<file path="config.mk">
export PLATFORM = sky130hd
export DESIGN_NAME = sr_piso_reader
export DESIGN_NICKNAME = d
export VERILOG_FILES = /design/src/rtl/sr_pkg.sv /design/src/rtl/sr_phase_tick.sv /design/src/rtl/sr_piso_reader.sv
export SDC_FILE = /design/constraint.sdc
export NUM_CORES = 1
export LEC_CHECK = 0
export BUFFER_PORTS_ARGS = -buffer_cell sky130_fd_sc_hd__buf_2
export CAP_MARGIN = 10
export CELL_PAD_IN_SITES_DETAIL_PLACEMENT = 2
export CELL_PAD_IN_SITES_GLOBAL_PLACEMENT = 2
export CORE_ASPECT_RATIO = 0.9
export CORE_MARGIN = 2
export CORE_UTILIZATION = 31
export CTS_BUF_LIST = sky130_fd_sc_hd__clkbuf_2
export DETAILED_ROUTE_END_ITERATION = 10
export GPL_TIMING_DRIVEN = 1
export HOLD_SLACK_MARGIN = 0.03
export PLACE_DENSITY = 0.82
export SLEW_MARGIN = 30
export SYNTH_ARGS = -nofsm -noshare
export SYNTH_HDL_FRONTEND = slang
export SYNTH_SLANG_ARGS = --single-unit
export TNS_END_PERCENT = 1
</file>
<file path="constraint.sdc">
create_clock -name CLK -period 1.51 [get_ports CLK]
set_clock_uncertainty 0.2 [all_clocks]
set_input_delay 0.3775 -clock CLK [delete_from_list [all_inputs] [get_ports CLK]]
set_output_delay 0.3775 -clock CLK [all_outputs]
set_load 0.05 [all_outputs]
</file>
<file path="src/rtl/sr_pkg.sv">
// Shared definitions for the serial shift-register I/O blocks (PISO reader, LED driver).
// Latency: n/a (types and constants only).
// Backpressure: n/a.
package sr_pkg;

  // Scan sequencer states.
  typedef enum logic [2:0] {
    IDLE,
    LOAD,
    LOW,
    HIGH,
    DONE
  } sr_state_e;

  // Board defaults: chain length and system clocks per device phase.
  localparam int SR_WIDTH_DEFAULT   = 12;
  localparam int SR_CLK_DIV_DEFAULT = 4;

  // Counter width able to hold 0..n-1; never narrower than one bit.
  function automatic int cnt_w(input int n);
    return (n > 1) ? $clog2(n) : 1;
  endfunction

endpackage

</file>
<file path="src/rtl/sr_phase_tick.sv">
// Phase divider: counts 0..CLK_DIV-1, flags the last count, restarts on clr_i.
// Latency: phase_end_o is a decode of the count register (no input path).
// Backpressure: none; free-running between clears.
//
// Ports:
//   clk_i       system clock
//   rst_i       synchronous active-high reset
//   clr_i       synchronous clear (count restarts at 0 on the next edge)
//   phase_end_o high while count == CLK_DIV-1
module sr_phase_tick
  import sr_pkg::*;
#(
  parameter int CLK_DIV = SR_CLK_DIV_DEFAULT
) (
  input  logic clk_i,
  input  logic rst_i,
  input  logic clr_i,
  output logic phase_end_o
);

  localparam int CW = cnt_w(CLK_DIV);
  localparam logic [CW-1:0] LAST = CW'(CLK_DIV - 1);

  logic [CW-1:0] cnt_q, cnt_d;

  assign phase_end_o = (cnt_q == LAST);

  always_comb begin
    cnt_d = cnt_q + 1'b1;
    // Wrap at phase end as well as on clear so a stalled owner never
    // sees the counter run past CLK_DIV-1.
    if (clr_i || phase_end_o) begin
      cnt_d = '0;
    end
  end

  always_ff @(posedge clk_i) begin
    if (rst_i) begin
      cnt_q <= '0;
    end else begin
      cnt_q <= cnt_d;
    end
  end

endmodule

</file>
<file path="src/rtl/sr_piso_reader.sv">
// Reader for a 74HC165-class PISO chain: load pulse, WIDTH shifts MSB first, one-cycle valid.
// Latency: start high before edge k -> valid in the cycle after edge k+1+CLK_DIV*(1+2*WIDTH).
// Backpressure: none; start is ignored (not queued) while busy.
//
// Ports:
//   CLK        system clock
//   RESET      synchronous active-high reset; aborts a scan in progress
//   start      scan request, acted on only in IDLE
//   SR_Q       serial data from the device's last stage (QH)
//   SR_CK      device shift clock (registered)
//   SR_LOAD_B  device parallel load, active low (registered)
//   data       last completed scan, data[WIDTH-1] = first bit shifted in
//   valid      one-cycle strobe marking a new data word
//   busy       high in every state except IDLE
module sr_piso_reader
  import sr_pkg::*;
#(
  parameter int WIDTH   = SR_WIDTH_DEFAULT,
  parameter int CLK_DIV = SR_CLK_DIV_DEFAULT
) (
  input  logic             CLK,
  input  logic             RESET,
  input  logic             start,
  input  logic             SR_Q,
  output logic             SR_CK,
  output logic             SR_LOAD_B,
  output logic [WIDTH-1:0] data,
  output logic             valid,
  output logic             busy
);

  localparam int CNT_W = $clog2(WIDTH);
  localparam logic [CNT_W-1:0] BIT_LAST = CNT_W'(WIDTH - 1);

  sr_state_e        state_q, state_d;
  logic             start_q;
  logic [CNT_W-1:0] bit_q, bit_d;
  logic [WIDTH-1:0] shift_q, shift_d;
  logic [WIDTH-1:0] data_q, data_d;
  logic             sr_ck_q, sr_ck_d;
  logic             sr_load_b_q, sr_load_b_d;
  logic             phase_end;
  logic             state_chg;

  // Divider restarts whenever the state changes, so every phase is a
  // full CLK_DIV cycles long regardless of where the count was.
  assign state_chg = (state_d != state_q);

  sr_phase_tick #(
    .CLK_DIV (CLK_DIV)
  ) u_tick (
    .clk_i       (CLK),
    .rst_i       (RESET),
    .clr_i       (state_chg),
    .phase_end_o (phase_end)
  );

  always_comb begin
    state_d = state_q;
    bit_d   = bit_q;
    shift_d = shift_q;
    data_d  = data_q;

    unique case (state_q)
      IDLE: begin
        // start is registered once (board pin input); this register is also
        // what lets a held request re-enter LOAD right after DONE.
        if (start_q) begin
          state_d = LOAD;
        end
      end
      LOAD: begin
        if (phase_end) begin
          bit_d   = BIT_LAST;
          state_d = LOW;
        end
      end
      LOW: begin
        // Sample QH at the end of the low half, just before SR_CK rises.
        if (phase_end) begin
          shift_d = {shift_q[WIDTH-2:0], SR_Q};
          state_d = HIGH;
        end
      end
      HIGH: begin
        if (phase_end) begin
          if (bit_q == '0) begin
            data_d  = shift_q;
            state_d = DONE;
          end else begin
            bit_d   = bit_q - 1'b1;
            state_d = LOW;
          end
        end
      end
      DONE: begin
        state_d = IDLE;
      end
      default: begin
        state_d = IDLE;
      end
    endcase

    // Device pins come straight from flops keyed on the next state, so
    // they change only at clock edges and carry no combinational glitches.
    sr_ck_d     = (state_d == HIGH);
    sr_load_b_d = (state_d != LOAD);
  end

  always_ff @(posedge CLK) begin
    if (RESET) begin
      state_q     <= IDLE;
      start_q     <= 1'b0;
      bit_q       <= '0;
      shift_q     <= '0;
      data_q      <= '0;
      sr_ck_q     <= 1'b0;
      sr_load_b_q <= 1'b1;
    end else begin
      state_q     <= state_d;
      start_q     <= start;
      bit_q       <= bit_d;
      shift_q     <= shift_d;
      data_q      <= data_d;
      sr_ck_q     <= sr_ck_d;
      sr_load_b_q <= sr_load_b_d;
    end
  end

  assign SR_CK     = sr_ck_q;
  assign SR_LOAD_B = sr_load_b_q;
  assign data      = data_q;
  assign valid     = (state_q == DONE);
  assign busy      = (state_q != IDLE);

endmodule

</file>
==> impl_metrics.toml <==
[drt]
dr_total_vias = 1378
routedWlPerCell_um = 18.2
drc = 0
first_pass_iters = 4
wl_um = 5010
drt.antenna.violating_nets = 0
avgViaCountPerCell = 5.01
drtIter0Drc = 53

[place]
hpwl_um = 2930
portBuffers = 19
post-place-ws_ps = -404
placed_area_um2 = 1760
gp_congestion = 0.724

[clock_tree]
htree_levels = 2
clockBufferDepth = 2
clk_latency_ps = 420
cts_buffers = 5
clk_root_buffer_cell = "clkbuf_2"
tritoncts = "built"
clock-sinks = 36
path_clk_slew_ps = 190

[timing]
tightest_slew_ps = 411
setup_viol = 48
period_share_pct = 127
fin_ws_ps = -413
hold_viol = 0
rsz0062_at_grt = "true"
maxClockFrequency_mhz = 520
slew_violations = 0
min_period_ps = 1920
slew_headroom_pct = 72.6

[pwr]
p_leak_nw = 0.783
powerDensity_nw_per_um2 = 799
peakVddDrop_uv = 536
finalPower_mw = 1.78

[die]
die_area_um2 = 5250
start_util_pct = 32.3
die_w_um = 76.1
placementRows = 23
die_h_um = 68.9
io_pins = 20
core_area_um2 = 4490

[finish]
antenna_cells = 0
final_common_cell = "nand2_1"
fin_util_pct = 49.7
nFillCells = 465
layout-drive-gt1-share_pct = 53.1
design_area_um2 = 2230
final_cell_mix = "nand2_1, a21oi_2, buf_4"
seqCellArea_um2 = 752
synthToLayoutAreaGrowth_pct = 53.7
fin_nets = 219
multiInputGateArea_um2 = 870

[critical_path]
start_kind = "register"
cp.arrival_ps = 1350
crit_required_ps = 930
criticalPathCategory = "reg2out"
end_kind = "primary output"
worstPathMaxFanout = 3

[logic_synthesis]
netlist_area_um2 = 1450
avgSynthCellArea_um2 = 8.49
synth-async-reset-ratio_pct = 0
synth_nets = 178
synth_fa_ha_area_share_pct = 2.59
synth-seq-area-share_pct = 49.7
synth_top_family_by_area = "simple AND/OR/NAND/NOR gates"
ys.flop_type = "dfxtp_1"
muxShareOfSynthArea_pct = 1.55
ys_types = 34
ys_seq_elements = 36
synth_edf_count = 0
synthSimpleGateAreaFrac_pct = 28.7
synth-compound-area-share_pct = 13.1
ys_warn_count = 0
synthXorXnorAreaFrac_pct = 0
synthCells = 171

[global_route]
grt_pass1_wl_um = 7810
grt_start_max_net_pins = 26
antenna_found_initial = 0
first_global_vias = 1564
grt_use_total_pct = 19.5
grt_overflow = 0

[flow_run]
maxCapViolCount = 0

[outcome]
outcome = "finished with violations"
violations = "setup timing"

[min_path]
min_path_type = "in2reg"
power by group:
part | internal [mW] | switching (mW)
combinational | 0.0769 | 0.0964
sequential | 0.963 | 0.0122
clock | 0.276 | 0.358
total | 1.32 | 0.467
Yosys cell counts, drive strengths merged (2+ instances only):
master   n  area, um2
and2     2       12.5
dfxtp   36        721
nor3b    2       15.0
nor3     2       10.0
clkbuf   3       11.3
nor2b    6       40.0
nor2     5       18.8
ha       3       37.5
nand3    2       10.0
and4bb   2       25.0
inv      3       11.3
a21oi   29        145
nor4     2       18.8
and3     2       12.5
buf      7       41.3
nand2   50        188
mux2     2       22.5
worst max-delay path, cell delays in order, from the launching register on:
cell and delay [ps]:
dfxtp_2 380, or3_4 390, buf_6 160
worst paths after layout:
path | depth (start not counted) | to | slack [ps] | startpoint
min reg2reg | 2 | data[11] | 290 | shift_q[11]
min | 3 | u_tick.cnt_q[0] | 110 | RESET
max | 2 | busy | -410 | state_q[2]
max reg2reg | 6 | bit_q[3] | -200 | state_q[0]
kinds of logic after synthesis:
kind of cell / after synthesis
and+or+nand+nor: 83
buffers and inverters: 13
muxes: 2
AOI/OAI and AO/OA: 34
adders and majority gates: 3
DFF: 36
flip-flops by register name, indices dropped and copies added (netlist names):
register / flops
shift_q: 12
data: 12
SR_CK: 1
SR_LOAD_B: 1
bit_q: 4
start_q: 1
state_q: 3
u_tick.cnt_q: 2
routing by layer:
layer | up-vias | part of all wire [%] | GRT usage, %
met5 | - | 0 | 0
met4 | 0 | 2.9 | 9.32
met3 | 14 | 2.8 | 4.30
met2 | 23 | 53 | 37.3
met1 | 682 | 41 | 21.2
li1 | 659 | - | -
what timing repair did:
item                                   in CTS  in global routing
setup endpoints to repair                  51                 51
pin swaps                                   5                  7
hold buffers                                3                  0
endpoints found under the hold margin       4                  0
gates resized for setup                    82                 27
buffers inserted                            2                  0
area by class of cell:
| cell class | count | area share [%] |
|---|---|---|
| clock buffers | 5 | 1.12 |
| clock inverters | 3 | 1.91 |
| inverters | 3 | 0.505 |
| multi-input cells | 122 | 39.0 |
| flip-flops and latches | 36 | 33.7 |
| well taps | 62 | 3.48 |
| repair buffers | 44 | 20.3 |
stage by stage:
stage	hold WS, ps	cells	setup TNS [ps]
after global routing	83.6	275	-7460
after global placement	240	262	-6130
after detailed placement	250	262	-9710
after floorplan	226	171	-1060
after CTS	72.2	275	-3730
final	111	275	-4090
Note: power is estimated with default switching activity, not from simulation.
